<file path="src/rtl/piso_pkg.sv">
// Shared types and sizing helpers for the parallel-in / serial-out register reader.
package piso_pkg;

    typedef enum logic {
        IDLE  = 1'b0,
        SHIFT = 1'b1
    } piso_state_t;

    // Bit counter width; a 1-bit floor keeps WIDTH=2 and degenerate values legal.
    function automatic int cnt_width(input int width);
        return (width > 2) ? $clog2(width) : 1;
    endfunction

endpackage

</file>
<file path="src/rtl/shift_reg_piso.sv">
// WIDTH-bit load/shift register built from one enable flop per bit; shifts toward
// the output end (bit 0 when LSB_FIRST, bit WIDTH-1 otherwise) with zero fill.
module piso_dff (
    input  logic clk,
    input  logic rst,
    input  logic en,
    input  logic d,
    output logic q
);

    // NOTE: sequential state always uses non-blocking (<=) so every flop samples
    // pre-edge values regardless of block evaluation order.
    always_ff @(posedge clk or posedge rst) begin
        if (rst)
            q <= 1'b0;
        else if (en)
            q <= d;
    end

endmodule

module shift_reg_piso #(
    parameter int WIDTH     = 8,
    parameter bit LSB_FIRST = 1'b1
) (
    input  logic             clk,
    input  logic             rst,
    input  logic             load,
    input  logic             shift,
    input  logic [WIDTH-1:0] din,
    output logic [WIDTH-1:0] q
);

    logic [WIDTH-1:0] shifted;

    if (LSB_FIRST) begin : g_toward_lsb
        assign shifted = {1'b0, q[WIDTH-1:1]};
    end else begin : g_toward_msb
        assign shifted = {q[WIDTH-2:0], 1'b0};
    end

    // Load wins over shift; the register only moves on one of the two enables.
    for (genvar i = 0; i < WIDTH; i++) begin : g_bit
        piso_dff u_dff (
            .clk (clk),
            .rst (rst),
            .en  (load | shift),
            .d   (load ? din[i] : shifted[i]),
            .q   (q[i])
        );
    end

endmodule

</file>
<file path="src/rtl/piso_register_reader.sv">
// Accepts one parallel word on a load handshake and streams it out one bit per
// accepted transfer on a valid/ready serial interface, flagging the final bit.
module piso_register_reader
    import piso_pkg::*;
#(
    parameter int WIDTH     = 8,
    parameter bit LSB_FIRST = 1'b1
) (
    input  logic             clk,
    input  logic             rst,
    input  logic             load_valid,
    output logic             load_ready,
    input  logic [WIDTH-1:0] load_data,
    output logic             ser_valid,
    input  logic             ser_ready,
    output logic             ser_out,
    output logic             ser_last,
    output logic             busy
);

    localparam int              CW   = cnt_width(WIDTH);
    localparam logic [CW-1:0]   LAST = CW'(WIDTH - 1);

    piso_state_t      state;
    logic [CW-1:0]    cnt;
    logic [WIDTH-1:0] sreg;
    logic             tap;
    logic             load_acc;
    logic             xfer;

    assign load_acc = load_valid && load_ready;
    assign xfer     = ser_valid && ser_ready;

    shift_reg_piso #(
        .WIDTH     (WIDTH),
        .LSB_FIRST (LSB_FIRST)
    ) u_shift_reg (
        .clk   (clk),
        .rst   (rst),
        .load  (load_acc),
        .shift (xfer),
        .din   (load_data),
        .q     (sreg)
    );

    if (LSB_FIRST) begin : g_tap_lsb
        assign tap = sreg[0];
    end else begin : g_tap_msb
        assign tap = sreg[WIDTH-1];
    end

    // Masked by the registered valid so the line reads 0 whenever IDLE.
    assign ser_out = ser_valid & tap;

    // Handshake flags are registered alongside state so no input reaches an output
    // combinationally; ser_last is precomputed one transfer ahead.
    always_ff @(posedge clk or posedge rst) begin
        if (rst) begin
            state      <= IDLE;
            cnt        <= '0;
            load_ready <= 1'b1;
            ser_valid  <= 1'b0;
            busy       <= 1'b0;
            ser_last   <= 1'b0;
        end else begin
            case (state)
                IDLE: begin
                    if (load_acc) begin
                        state      <= SHIFT;
                        cnt        <= '0;
                        load_ready <= 1'b0;
                        ser_valid  <= 1'b1;
                        busy       <= 1'b1;
                        ser_last   <= 1'b0;
                    end
                end
                SHIFT: begin
                    if (xfer) begin
                        if (ser_last) begin
                            state      <= IDLE;
                            load_ready <= 1'b1;
                            ser_valid  <= 1'b0;
                            busy       <= 1'b0;
                            ser_last   <= 1'b0;
                        end else begin
                            cnt      <= cnt + 1'b1;
                            ser_last <= ((cnt + 1'b1) == LAST);
                        end
                    end
                end
                default: begin
                    state <= IDLE;
                end
            endcase
        end
    end

endmodule

</file>
<file path="config.mk">
export PLATFORM = sky130hd
export DESIGN_NAME = piso_register_reader
export DESIGN_NICKNAME = d
export VERILOG_FILES = /design/src/rtl/piso_pkg.sv /design/src/rtl/shift_reg_piso.sv /design/src/rtl/piso_register_reader.sv
export SDC_FILE = /design/constraint.sdc
export NUM_CORES = 1
export LEC_CHECK = 0
export CAP_MARGIN = 20
export CORE_AREA = 2 2 42 48
export CTS_CLUSTER_SIZE = 20
export DETAILED_ROUTE_END_ITERATION = 8
export DIE_AREA = 0 0 44 50
export GPL_ROUTABILITY_DRIVEN = 1
export GPL_TIMING_DRIVEN = 0
export PLACE_DENSITY_LB_ADDON = 0.15
export SLEW_MARGIN = 20
export SYNTH_ARGS = -nofsm -noshare
export SYNTH_HDL_FRONTEND = slang
export SYNTH_HIERARCHICAL = 1
export SYNTH_SLANG_ARGS = --single-unit
</file>
<file path="constraint.sdc">
create_clock -name clk -period 4.8 [get_ports clk]
set_clock_uncertainty 0.1 [all_clocks]
set_input_delay 0.96 -clock clk [delete_from_list [all_inputs] [get_ports clk]]
set_output_delay 0.96 -clock clk [all_outputs]
set_load 0.01 [all_outputs]
</file>
[After elaboration in Yosys (flattened, before gate mapping)]
Index checks and enable logic that the tools add are counted.
W data, S select, Z words.
Word-level totals
  register bits: 15
  output and inout bits: 5
Operators by class
  bitwise gates (word level): 3
  add/subtract/negate cells: 1
  eq/ne operators: 5
  reductions and logical operators: 5
  multiplexer cells: 27
Operators with widths (count)
  $mux W1: 19
  $mux W3: 3
  $pmux W1 S2: 4
  $pmux W3 S2: 1
  $reduce_and A3 Y1: 2
  $ne A2 B1 Y1 const B: 2
  $ne A2 B2 Y1 const B: 2
  $add A3 B1 Y3 const B: 1
  $eq A3 B3 Y1 const B: 1
  $logic_and A1 B1 Y1: 2
  $reduce_and A2 Y1: 1
  $and A1 B1 Y1: 1
  $not A1 Y1: 1
  $or A1 B1 Y1: 1

[Depth between registers and ports, before layout]
Gate-level depths: netlist (run 1).
  depth in word-level cells: 5
  depth in mapped cells: 5

[By module]
The synthesis (run 1) kept the hierarchy.
Modules (own cells, without submodules)
  piso_register_reader: times used 1, area each 414.1 sq um, cells each 42
  piso_dff: times used 8, area each 43.8 sq um, cells each 3
  shift_reg_piso: times used 1, area each 130.1 sq um, cells each 10

[Worst setup path before layout (run 1)]
Ideal clock, no wire load.
  kind: input to register
  from: input load_valid
  to: register u_shift_reg.g_bit[0].u_dff.q
  required time: 4.575 ns
  path slack: 2.586 ns
  buffers on the path: 1
  arrival time: 1.989 ns
  cell stages on the path: 5
  library setup time: 0.125 ns
  cells stage by stage: nand2_1 > inv_1 > buf_6 > or2_1 > mux2_4
Between the ends
  word-level cells in the longest chain between the ends: 2
Ends and longest elaborated chain
  start: declaration: RTL line piso_register_reader.sv:11  | input logic load_valid,
  $logic_and A1 B1 Y1 *: RTL line piso_register_reader.sv:31  | assign load_acc = load_valid && load_ready;
  named net load_acc: RTL line piso_register_reader.sv:28  | logic load_acc;
  $mux W1 or $or A1 B1 Y1 (tied branches): RTL line shift_reg_piso.sv:48, shift_reg_piso.sv:47
  end signal: assignment: RTL line shift_reg_piso.sv:15  | q <= 1'b0;
  end signal: assignment: RTL line shift_reg_piso.sv:17  | q <= d;
  end: declaration: RTL line shift_reg_piso.sv:8  | output logic q
Mark *: on every way through the listed nets, which the timed path passes. The rest lies on a longest branch.
A chain may end at the register's enable or synchronous reset.

[Worst setup path after layout (run 1)]
  from: input load_valid
  to: register u_shift_reg.g_bit[2].u_dff.q
Between the ends
  word-level cells in the longest chain between the ends: 2
Ends and longest elaborated chain (RTL line)
  $logic_and A1 B1 Y1 *: piso_register_reader.sv:31
  named net load_acc: piso_register_reader.sv:28
  $mux W1 or $or A1 B1 Y1 (tied branches): shift_reg_piso.sv:48, shift_reg_piso.sv:47
  end signal: assignment: shift_reg_piso.sv:15
  end signal: assignment: shift_reg_piso.sv:17
  end: declaration: shift_reg_piso.sv:8
Marks and branches as above.

==> results.py, run 1 <==
metrics = {
    "clock_network": {
        "clk_latency_ns": 0.28,
        "clockRootBuffer": "clkbuf_4",
        "clock-sinks": 15,
        "htreeDepth": 1,
        "clk_pin_slew_ns": 0.09,
        "clockBufferDepth": 2,
        "cts_inserted_buffers": 3,
        "cts_hold_buf": 0,
        "post_cts_buffers": 0,
        "post_cts_resized": 0,
        "cts_tree": "built",
    },
    "sta": {
        "period_share": 0.534,
        "setup-tns-final_ns": 0,
        "maxSlewHeadroom": 0.663,
        "rsz0062_at_grt": "no",
        "hold_viol_final": 0,
        "setup_viol": 0,
        "slew_violations": 0,
        "finalCriticalPeriod_ns": 2.56,
        "worst_pin_slew_ns": 0.505,
        "fmax_ghz": 0.390,
    },
    "worst_setup_path": {
        "path_max_fanout": 9,
        "r2r_cells": 5,
        "end_kind": "flop",
        "critPathKind": "primary input to flop",
        "critical_path.startpoint_type": "primary input",
        "cp.arrival_ns": 2.63,
        "required_ns": 4.87,
    },
    "placed_design": {
        "dp.final_hpwl_um": 1200,
        "port-buffer-count": 16,
        "finalWeightedCongestion": 0.682,
    },
    "routing": {
        "wl_per_cell_um": 14.2,
        "ant_nets": 0,
        "drt_iter0_markers": 7,
        "dr_total_vias": 585,
        "dr.pass1.iters": 4,
        "route.detailed.drc": 0,
        "vias_per_cell": 5.13,
        "wirelength_um": 1620,
    },
    "power": {
        "comb_power_share": 0.064,
        "swShare": 0.219,
        "p_int_uw": 166,
        "power_density_mw_per_mm2": 192,
        "switchingPower_uw": 46.4,
        "p_seq_frac": 0.596,
        "vdd_drop_max_mv": 0.162,
        "p_total_uw": 212,
        "power_frac_clock": 0.340,
        "p_leak_uw": 0.000547,
    },
    "grt": {
        "grt_usage": 0.168,
        "gr-total-overflow": 0,
        "first_global_vias": 578,
        "antenna_found_initial": 0,
        "grt_pass1_wl_um": 2660,
        "grt_max_degree": 11,
    },
    "cells_and_area": {
        "antenna_cells": 0,
        "final_util": 0.642,
        "drive_gt1_frac": 0.271,
        "syn_to_final_growth_pct": 23.5,
        "final_net_count": 111,
    },
    "logic_synthesis": {
        "ys_ff_latch": 15,
        "seq_area_frac_synth": 0.421,
        "async_reset_ff_frac": 1.00,
        "synth_most_common_cell": "mux2_4",
        "synth_area_um2": 895,
        "synth_edf_count": 0,
        "synthCells": 76,
        "yosysWarnings": 6,
        "yosys-top-cells-count": "15 x mux2_4, 14 x dfrtp_1, 11 x inv_1",
        "synth_cell_types": 24,
        "syn_area_per_cell_um2": 11.8,
        "synth_top_area_share": 0.392,
        "synth_area_leaders": "dfrtp_1 39%, mux2_4 25%, inv_1 4.6%",
        "synth_area_leader_cell": "dfrtp_1",
        "ys.flop_type": "dfrtp_1",
        "synth_nets": 90,
    },
    "floorplan": {
        "die_area_mm2": 0.00220,
        "start_util": 0.520,
        "pin_count": 17,
        "die_h_um": 50,
        "rows": 16,
        "core_mm2": 0.00172,
        "chipWidth_um": 44,
    },
    "min_path": {
        "worstHoldPathCells": 1,
        "hold_class": "flop to flop",
    },
    "run_status": {
        "status": "finished clean",
    },
    "flow_run": {
        "max-cap-violations": 0,
    },
}
[flip-flops by register name, indices dropped and copies added, names as in the netlist]
name,cells
busy,1
cnt,3
load_ready,1
ser_last,1
state,1
u_shift_reg/g_bit.u_dff/q,8
[cell usage in the layout, fill, tap and decap left out]
cell	netlist	routed
a21boi_0	1	1
and3_1	1	1
dfrtp_1	14	14
nand3b_2	1	1
xnor2_1	1	1
o21ai_0	4	4
nand2_1	6	6
clkdlybuf4s50_1	0	16
buf_4	1	1
nand4b_1	1	1
mux2i_1	2	2
and2_1	2	2
o211ai_2	1	1
and2_2	1	1
dfstp_2	1	1
clkinv_2	0	1
nand3_1	2	2
xor2_1	2	2
mux2_4	15	15
inv_1	11	11
a21oi_1	2	2
nand4_1	1	1
or3b_1	1	1
ha_1	2	2
buf_6	2	2
or2_1	1	1
clkbuf_4	0	3
[layout make-up]
type	instances	area (µm²)
plain buffers	3	30.0
fillers	148	617
multi-input cells	47	447
clock inverters	1	5.00
repair buffers	16	160
clock buffers	3	22.5
inverters	11	41.3
well taps	18	22.5
flip-flops and latches	15	377
[layer usage]
metal / wire length (µm) / GRT usage
met5: 0 / 0
met2: 825 / 0.270
met1: 722 / 0.221
met4: 13 / 0.0606
met3: 56 / 0.0330
[metrics by stage]
| stage | instances | worst slack (ns) | area (µm²) | hold slack, ns |
|---|---|---|---|---|
| after CTS | 114 | 2.23 | 1100 | 0.414 |
| after global routing | 114 | 2.15 | 1100 | 0.428 |
| final | 114 | 2.24 | 1100 | 0.411 |
| after detailed placement | 110 | 1.94 | 1080 | 0.391 |
| after global placement | 110 | 1.96 | 1080 | 0.387 |
| after floorplan | 76 | 2.59 | 895 | 0.374 |
[power by group through the flow]
stage	registers [µW]	logic, µW	clock network [µW]
floorplan	129	2.60	0
global placement	129	13.6	0
detailed placement	129	13.8	0
CTS	126	13.9	74.3
global route	126	15.1	80.0
finish	126	13.6	72.0
[logic make-up after synthesis]
family                   count (synthesis)  synth area share
multiplexers                            17             0.274
XOR/XNOR                                 3            0.0294
AO/OA/AOI/OAI                            8            0.0559
buffers and inverters                   14            0.0797
adder cells (fa/ha/maj)                  2            0.0280
AND/OR/NAND/NOR                         17             0.112
flip-flops                              15             0.421
[critical path: stages]
cell and delay [ns]:
clkdlybuf4s50_1 0.47, nand2_1 0.14, inv_1 0.10, buf_6 0.16, or2_1 0.44, mux2_4 0.35
[path summary, 6_finish.rpt]
kind	startpoint	end	slack (ns)
worst min register to register	u_shift_reg/g_bit[0].u_dff/q	u_shift_reg/g_bit[0].u_dff/q	0.41
worst max register to register	load_ready	u_shift_reg/g_bit[2].u_dff/q	2.83
min in group asynchronous	rst	u_shift_reg/g_bit[6].u_dff/q	0.94
max in group asynchronous	rst	load_ready	3.24
worst max-delay path	load_valid	u_shift_reg/g_bit[2].u_dff/q	2.24
worst min-delay path	u_shift_reg/g_bit[0].u_dff/q	u_shift_reg/g_bit[0].u_dff/q	0.41
(Power assumes the default switching activity.)
==> inputs of run 2 (changes only) <==
Settings changed: CORE_AREA 2 2 42 48 to 2 2 44 50, DIE_AREA 0 0 44 50 to 0 0 46 52.
Clock period 4.8 ns to 2.4 ns, I/O delays scaled along.
==> results.py, run 2 (synthesized netlist as in run 1, its figures left out) <==
metrics = {
    "worst_setup_path": {
        "required_ns": 2.46,
        "crit_path_top_delay_cell": "clkdlybuf4s50_1",
        "r2r-end": "u_shift_reg/g_bit[1].u_dff/q",
        "r2r_start": "load_ready",
        "critical_path.startpoint_type": "primary input",
        "critPathKind": "primary input to flop",
        "cp.arrival_ns": 2.15,
        "r2r_cells": 5,
        "critPathMaxStageDelay_ns": 0.47,
        "r2r_slack_ns": 0.44,
        "end_kind": "flop",
        "cp_cell_sequence": "clkdlybuf4s50_1, nand2_1, inv_1, buf_6, or2_1, mux2_4",
        "path_max_fanout": 9,
    },
    "power": {
        "power_density_mw_per_mm2": 378,
        "p_leak_uw": 0.000544,
        "vdd_drop_max_mv": 0.321,
    },
    "cells_and_area": {
        "mostFrequentLayoutCell": "clkdlybuf4s50_1",
        "regMostFlops": "u_shift_reg/g_bit.u_dff/q",
        "drive_gt1_frac": 0.260,
        "syn_to_final_growth_pct": 23.5,
        "final_net_count": 111,
        "design_area_mm2": 0.00110,
        "largestRegisters": "u_shift_reg/g_bit.u_dff/q (8), cnt (3)",
        "n_fill_cell": 171,
        "largest_reg_flops": 8,
        "antenna_cells": 0,
        "final_cell_mix": "16 x clkdlybuf4s50_1, 15 x mux2_4, 14 x dfrtp_1",
    },
    "sta": {
        "fmax_ghz": 0.477,
        "hold_viol_final": 0,
        "rsz0062_at_grt": "no",
        "worst_pin_slew_ns": 0.529,
        "finalCriticalPeriod_ns": 2.10,
        "setup_viol": 0,
        "period_share": 0.873,
        "maxSlewHeadroom": 0.647,
        "setup-tns-final_ns": 0,
        "setup_ws_ns": 0.305,
        "slew_violations": 0,
    },
    "clock_network": {
        "clock-sinks": 15,
        "clk_latency_ns": 0.27,
        "post_cts_resized": 0,
        "htreeDepth": 1,
        "cts_tree": "built",
        "cts_inserted_buffers": 3,
        "post_cts_buffers": 0,
        "cts_hold_buf": 0,
        "clk_pin_slew_ns": 0.09,
        "clockBufferDepth": 2,
        "clockRootBuffer": "clkbuf_4",
    },
    "placed_design": {
        "pre_cts_slack_ns": 0.00994,
        "port-buffer-count": 16,
        "finalWeightedCongestion": 0.780,
        "dp.final_hpwl_um": 1150,
        "place_area_mm2": 0.00108,
    },
    "floorplan": {
        "die_h_um": 52,
        "pin_count": 17,
        "die_area_mm2": 0.00239,
        "rows": 17,
        "start_util": 0.467,
        "core_mm2": 0.00191,
        "chipWidth_um": 46,
    },
    "grt": {
        "first_global_vias": 683,
        "gr-total-overflow": 0,
        "grt_usage": 0.164,
        "grt_pass1_wl_um": 2870,
        "grt_max_degree": 11,
        "antenna_found_initial": 0,
    },
    "run_status": {
        "status": "finished clean",
    },
    "min_path": {
        "hp-start": "load_ready",
        "min_to": "load_ready",
        "worstHoldPathCells": 2,
        "hold_class": "flop to flop",
    },
    "flow_run": {
        "max-cap-violations": 0,
    },
    "routing": {
        "vias_per_cell": 5.10,
        "wl_per_cell_um": 13.3,
        "ant_nets": 0,
        "dr.pass1.iters": 4,
        "route.detailed.drc": 0,
        "wirelength_um": 1530,
        "dr_total_vias": 586,
        "drt_iter0_markers": 9,
    },
}
==> run 2: changes by cell type in the layout (fill, tap and decap cells not counted), sizes merged <==
| cell | delta |
|---|---|
| clkinv | -1 |
| clkbuf | +1 |
==> run 2: metal layers <==
layer / vias up / part of all wire / global-route usage / routed length [µm]
met4: 0 / 0.0072 / 0.0429 / 11
met5: - / 0 / 0 / 0
met1: 277 / 0.43 / 0.204 / 665
li1: 294 / - / - / -
met2: 13 / 0.52 / 0.282 / 788
met3: 2 / 0.042 / 0.0313 / 65
==> run 2: worst max path at each step <==
stage,slack [ns],end,from,cells after the start
after CTS,0.30,u_shift_reg/g_bit[0].u_dff/q,load_valid,6
after global routing,0.19,u_shift_reg/g_bit[0].u_dff/q,load_valid,6
after detailed placement,0.01,u_shift_reg/g_bit[1].u_dff/q,load_valid,6
after floorplan,0.61,u_shift_reg/g_bit[0].u_dff/q,load_ready,5
after global placement,0.01,u_shift_reg/g_bit[2].u_dff/q,load_valid,6
final,0.30,u_shift_reg/g_bit[1].u_dff/q,load_valid,6
==> run 2: report_power, final <==
group | total [µW] | switching, µW | internal (µW)
Sequential | 253 | 0 | 253
Combinational | 26.9 | 10.1 | 16.8
Clock | 138 | 73.5 | 64.2
==> run 2: metrics by stage <==
stage                      util  hold WS [ns]  total power, µW  std cells
after floorplan               -         0.109              263         76
after global placement    0.563         0.383              284        111
after detailed placement  0.563         0.389              285        111
after CTS                 0.577         0.401              425        115
after global routing      0.577         0.433              438        115
final                     0.577         0.400              417        115
==> run 2: layout make-up <==
type / count / area [µm²] / area share
plain buffers: 3 / 30.0 / 0.0272
clock buffers: 4 / 26.3 / 0.0238
inverters: 11 / 41.3 / 0.0374
multi-input cells: 47 / 447 / 0.404
flip-flops and latches: 15 / 377 / 0.341
well taps: 19 / 23.8 / 0.0215
repair buffers: 16 / 160 / 0.145
==> run 2: worst max-delay path: cells and delay by family <==
family	cells	cell delay [ns]
buffers and inverters	3	0.73
and+or+nand+nor	2	0.60
muxes	1	0.35
